**src/rtl/hex_display_scan.sv**
```systemverilog
// Time-multiplexed DIGITS-wide hex display driver with leading-zero blanking and an
// anti-ghost blank cycle per digit slot. Optional blinking is enabled by HEX_BLINK_EN.
module hex_display_scan #(
  parameter int DIGITS      = 4,
`ifdef HEX_BLINK_EN
  parameter int BLINK_DIV   = 2**24,
`endif
  parameter int REFRESH_DIV = 50000
) (
  input  logic                clk,
  input  logic                reset,
  input  logic                load,
  input  logic [4*DIGITS-1:0] value,
  input  logic                blank_lz,
`ifdef HEX_BLINK_EN
  input  logic [DIGITS-1:0]   blink_mask,
`endif
  output logic                load_ack,
  output logic [DIGITS-1:0]   digit_en,
  output logic [6:0]          segments
);

  localparam int CNT_W = $clog2(REFRESH_DIV);
  localparam int IDX_W = (DIGITS > 1) ? $clog2(DIGITS) : 1;

  // Active-low {g..a} pattern for one hex nibble.
  function automatic logic [6:0] seg7(input logic [3:0] nib);
    case (nib)
      4'h0:    seg7 = 7'h40;
      4'h1:    seg7 = 7'h79;
      4'h2:    seg7 = 7'h24;
      4'h3:    seg7 = 7'h30;
      4'h4:    seg7 = 7'h19;
      4'h5:    seg7 = 7'h12;
      4'h6:    seg7 = 7'h02;
      4'h7:    seg7 = 7'h78;
      4'h8:    seg7 = 7'h00;
      4'h9:    seg7 = 7'h10;
      4'hA:    seg7 = 7'h08;
      4'hB:    seg7 = 7'h03;
      4'hC:    seg7 = 7'h46;
      4'hD:    seg7 = 7'h21;
      4'hE:    seg7 = 7'h06;
      4'hF:    seg7 = 7'h0E;
      default: seg7 = 7'h7F;
    endcase
  endfunction

  logic [4*DIGITS-1:0] shadow_q, shadow_d;
  logic [IDX_W-1:0]    idx_q, idx_d;
  logic [CNT_W-1:0]    cnt_q, cnt_d;
  logic                load_ack_q, load_ack_d;
  logic [DIGITS-1:0]   digit_en_q, digit_en_d;
  logic [6:0]          segments_q, segments_d;
  logic [3:0]          cur_nib;
  logic                cur_blank;
  logic                zero_above;
`ifdef HEX_BLINK_EN
  localparam int BLINK_W = (BLINK_DIV > 1) ? $clog2(BLINK_DIV) : 1;
  logic [BLINK_W-1:0]  blink_cnt_q, blink_cnt_d;
  logic                blink_phase_q, blink_phase_d;
`endif

  // State and output registers; reset overrides load.
  always_ff @(posedge clk) begin
    if (reset) begin
      shadow_q      <= '0;
      idx_q         <= '0;
      cnt_q         <= '0;
      load_ack_q    <= 1'b0;
      digit_en_q    <= '1;
      segments_q    <= 7'h7F;
`ifdef HEX_BLINK_EN
      blink_cnt_q   <= '0;
      blink_phase_q <= 1'b0;
`endif
    end else begin
      shadow_q      <= shadow_d;
      idx_q         <= idx_d;
      cnt_q         <= cnt_d;
      load_ack_q    <= load_ack_d;
      digit_en_q    <= digit_en_d;
      segments_q    <= segments_d;
`ifdef HEX_BLINK_EN
      blink_cnt_q   <= blink_cnt_d;
      blink_phase_q <= blink_phase_d;
`endif
    end
  end

  // Next state: shadow latch, slot counter and digit index.
  always_comb begin
    shadow_d   = load ? value : shadow_q;
    load_ack_d = load;
    if (cnt_q == CNT_W'(REFRESH_DIV - 1)) begin
      cnt_d = '0;
      if (idx_q == IDX_W'(DIGITS - 1)) begin
        idx_d = '0;
      end else begin
        idx_d = idx_q + IDX_W'(1);
      end
    end else begin
      cnt_d = cnt_q + CNT_W'(1);
      idx_d = idx_q;
    end
`ifdef HEX_BLINK_EN
    if (blink_cnt_q == BLINK_W'(BLINK_DIV - 1)) begin
      blink_cnt_d   = '0;
      blink_phase_d = ~blink_phase_q;
    end else begin
      blink_cnt_d   = blink_cnt_q + BLINK_W'(1);
      blink_phase_d = blink_phase_q;
    end
`endif
  end

  // Output decode: blank slot, digit select, leading-zero and blink suppression.
  always_comb begin
    cur_nib    = 4'h0;
    cur_blank  = 1'b0;
    zero_above = 1'b1;
    digit_en_d = '1;
    segments_d = 7'h7F;
    // Walk from the most significant digit so zero_above covers nibbles DIGITS-1..i.
    for (int i = DIGITS - 1; i >= 0; i--) begin
      zero_above = zero_above & (shadow_q[4*i +: 4] == 4'h0);
      if (idx_q == IDX_W'(i)) begin
        cur_nib   = shadow_q[4*i +: 4];
        cur_blank = blank_lz & zero_above & (i != 0);
`ifdef HEX_BLINK_EN
        cur_blank = cur_blank | (blink_phase_q & blink_mask[i]);
`endif
      end else begin
        cur_blank = cur_blank;
      end
    end
    if (cnt_q != CNT_W'(0)) begin
      for (int i = 0; i < DIGITS; i++) begin
        digit_en_d[i] = (idx_q == IDX_W'(i)) ? 1'b0 : 1'b1;
      end
      segments_d = cur_blank ? 7'h7F : seg7(cur_nib);
    end else begin
      digit_en_d = '1;
      segments_d = 7'h7F;
    end
  end

  assign load_ack = load_ack_q;
  assign digit_en = digit_en_q;
  assign segments = segments_q;

endmodule

```
**config.mk**
```make
export PLATFORM = sky130hd
export DESIGN_NAME = hex_display_scan
export DESIGN_NICKNAME = d
export VERILOG_FILES = /design/src/rtl/hex_display_scan.sv
export SDC_FILE = /design/constraint.sdc
export NUM_CORES = 1
export LEC_CHECK = 0
export CORE_ASPECT_RATIO = 0.8
export CORE_MARGIN = 2
export CORE_UTILIZATION = 55
export CTS_BUF_LIST = sky130_fd_sc_hd__clkbuf_2
export CTS_CLUSTER_SIZE = 40
export DETAILED_ROUTE_END_ITERATION = 10
export DONT_BUFFER_PORTS = 1
export GPL_ROUTABILITY_DRIVEN = 0
export PLACE_DENSITY = 0.72
export SETUP_SLACK_MARGIN = 0.4
export SLEW_MARGIN = 20
export SYNTH_ARGS = -nofsm -noshare
export SYNTH_HDL_FRONTEND = slang
export SYNTH_SLANG_ARGS = --single-unit
```
**constraint.sdc**
```tcl
create_clock -name clk -period 2.3 [get_ports clk]
set_clock_uncertainty 0.15 [all_clocks]
set_input_delay 0.46 -clock clk [delete_from_list [all_inputs] [get_ports clk]]
set_output_delay 0.46 -clock clk [all_outputs]
set_load 0.02 [all_outputs]
```
==> metrics.md <==
| Metric | Value |
|---|---|
| Routed wire per std cell | `15.8 µm` |
| Number of global-route vias before repair | `1629` |
| Sequential Area | `933 µm²` |
| Crit Path Class | `reg2reg` |
| Syn Nets | `271` |
| Antenna Nets Post-Route | `0` |
| DIE HEIGHT | `60.4 µm` |
| Top-area cell type share of the netlist area | `0.421` |
| Antenna violations before repair | `0` |
| Async set or reset register ratio after synthesis | `0` |
| Core Region | `0.00380 mm²` |
| Fin. Hold Viols | `0` |
| Syn avg cell area | `9.15 µm²` |
| Routed met3 length | `262 µm` |
| I/O Pins | `32` |
| Htree depth | `2` |
| Maxcap violations | `0` |
| CP Launch Type | `register` |
| Largest net degree at the start of global routing | `20` |
| Worst endpoint required time | `2510 ps` |
| Yosys top cell by area | `dfxtp_1` |
| Detailed placement HPWL | `2930 µm` |
| Worst setup EP type | `register` |
| Layout cells sized above 1 | `0.315` |
| Slew @ Worst Pin | `691 ps` |
| Leak pwr | `1.08 nW` |
| Worst relative slew slack | `0.538` |
| CTS Sinks | `46` |
| Area of the multi-input gates | `0.00137 mm²` |
| Chip width | `74.5 µm` |
| Worst Path Max Fanout | `7` |
| Drt initial violations | `82` |
| Initial core utilization | `0.575` |
| Area growth syn-to-layout | `28.6%` |
| Vias per cell | `5.61` |
| Die area | `0.00450 mm²` |
| Cells taking the most area after synthesis | `dfxtp_1, mux2i_1, nor2_1` |
| CTS Buf Count | `5` |
| Fmax | `464 MHz` |
| Power per cell area | `490 mW/mm²` |
| Worst min path class | `in2reg` |
| Pre-antenna DRT Iters | `4` |
| Detailed Route WL | `5200 µm` |
| Final period util | `0.937` |
| Root Buffer Master | `clkbuf_2` |
| Arr. time, crit path | `2360 ps` |
| Num rows | `20` |
| Unique cell type count in the Yosys netlist | `40` |
| Synthesized area | `0.00219 mm²` |
| Final nets | `304` |
| Pins Over Slew Limit | `0` |
| Vias | `1839` |
| Met2 routed WL | `2360 µm` |
| CTS tree | `yes` |
| Skew-Pair Late Insertion Delay | `430 ps` |
| First-pass GRT wire length | `7700 µm` |
| Flops & latches, synth | `46` |
| Total grt overflow | `0` |
| Register area share after synthesis | `0.421` |
| Antenna diodes | `0` |
| Top Metal Used | `met4` |
| Mapped Cells | `239` |
| DP Area | `0.00229 mm²` |
| YS warnings | `0` |
| Gr usage total | `0.230` |
| Fill cell count | `273` |
| Status | `complete, no violations` |
| EDFF count, synth | `0` |
| Post-Route M1 WL | `2470 µm` |
| Peak supply drop | `0.449 mV` |
| PortBufs | `0` |
| Design area | `0.00281 mm²` |
| Fin Setup TNS | `0 ps` |
| Main synth FF type | `dfxtp_1` |
| DR DRC count | `0` |
| RSZ-0062 raised after global routing | `true` |
| Setup violations, final | `0` |
| Clk pin slew, worst setup/hold paths | `220 ps` |
| Max clock buf depth | `2` |
| Tmin final | `2160 ps` |
## power by group
part / switching, W / total [W] / leakage, nW / internal [W]
clock: 0.000255 / 0.000329 / 0.0304 / 0.0000747
sequential: 0.0000468 / 0.000879 / 0.380 / 0.000832
combinational: 0.0000810 / 0.000170 / 0.670 / 0.0000887
total: 0.000383 / 0.00138 / 1.08 / 0.000995
## logic make-up (layout without fill, tap and decap cells)
family / after synthesis / after routing / synth area share
adders and majority gates: 12 / 12 / 0.0687
xor gates and xnor gates: 15 / 15 / 0.0601
DFF: 46 / 46 / 0.421
AOI/OAI and AO/OA: 22 / 22 / 0.0853
buffers and inverters: 25 / 59 / 0.0481
and+or+nand+nor: 100 / 100 / 0.230
muxes: 19 / 19 / 0.0870
## path summary, 6_finish.rpt
kind | cells past startpoint | slack [ps] | end | from
worst min register to register | 1 | 370 | cnt_q[0]$_SDFF_PP0_ | cnt_q[0]$_SDFF_PP0_
worst min-delay path | 2 | 10 | shadow_q[14]$_SDFFE_PP0P_ | value[14]
worst max register to register | 9 | 140 | segments[0]$_SDFF_PP1_ | idx_q[1]$_SDFFE_PP0N_
worst max-delay path | 9 | 140 | segments[0]$_SDFF_PP1_ | idx_q[1]$_SDFFE_PP0N_
## sequential cells by signal, summed over array words and instances (netlist names)
name	count
cnt_q	16
shadow_q	16
segments	7
digit_en	4
idx_q	2
load_ack	1
## worst max-delay path, cell delays in order, from the launching register on
cell and delay [ps]:
dfxtp_4 440, inv_4 60, ha_4 190, a211oi_2 220, a221o_1 280, inv_2 60, ha_2 190, or3_1 360
o221ai_1 70, nand2_1 70
## synthesized netlist by cell type, drive strengths merged, types with 4 or more instances
cell,number
dfxtp,46
nor2,44
mux2i,19
nand2,19
inv,13
ha,12
xnor2,8
buf,7
xor2,7
nand3,6
nand4,6
a211oi,5
clkbuf,5
nand3b,5
nor3b,4
## routing by layer
metal	GRT usage	up-vias
li1	-	885
met1	0.328	888
met2	0.338	53
met3	0.0532	13
met4	0.0969	0
met5	0	-
## stage by stage
| step | hold WS, ps | cells | power [W] | setup WS, ps | util |
|---|---|---|---|---|---|
| 2_1_floorplan | 292 | 239 | 0.000994 | 151 | - |
| 3_3_place_gp | 311 | 289 | 0.00101 | 129 | 0.601 |
| 3_5_place_dp | 327 | 289 | 0.00101 | 39.3 | 0.601 |
| 4_1_cts | 8.02 | 321 | 0.00135 | 196 | 0.691 |
| 5_1_grt | 4.92 | 328 | 0.00144 | 38.0 | 0.739 |
| 6_report | 11.1 | 328 | 0.00138 | 145 | 0.739 |
## placed cells by master, fill, tap and decap left out, types with 7 or more instances in the layout
cell type / n
dfxtp_1: 42
nor2_2: 7
xor2_1: 7
buf_4: 20
xnor2_1: 8
nand2_1: 18
inv_1: 9
mux2i_1: 19
buf_6: 13
nor2_1: 35
## repair_timing
item | CTS | global route
resized for setup | 34 | 33
setup buffers | 22 | 4
hold buffers | 2 | 3
endpoints found under the setup margin | 20 | 24
pin swaps | 17 | 24
endpoints found under the hold margin | 19 | 3
## cell type report
| cell class | instances | share of cell area |
|---|---|---|
| repair buffers | 38 | 0.123 |
| inverters | 13 | 0.0191 |
| multi-input cells | 168 | 0.487 |
| clock inverters | 2 | 0.00312 |
| clock buffers | 6 | 0.0107 |
| flip-flops and latches | 46 | 0.332 |
| well taps | 55 | 0.0245 |
No activity file was read; power rests on OpenSTA's default activity.
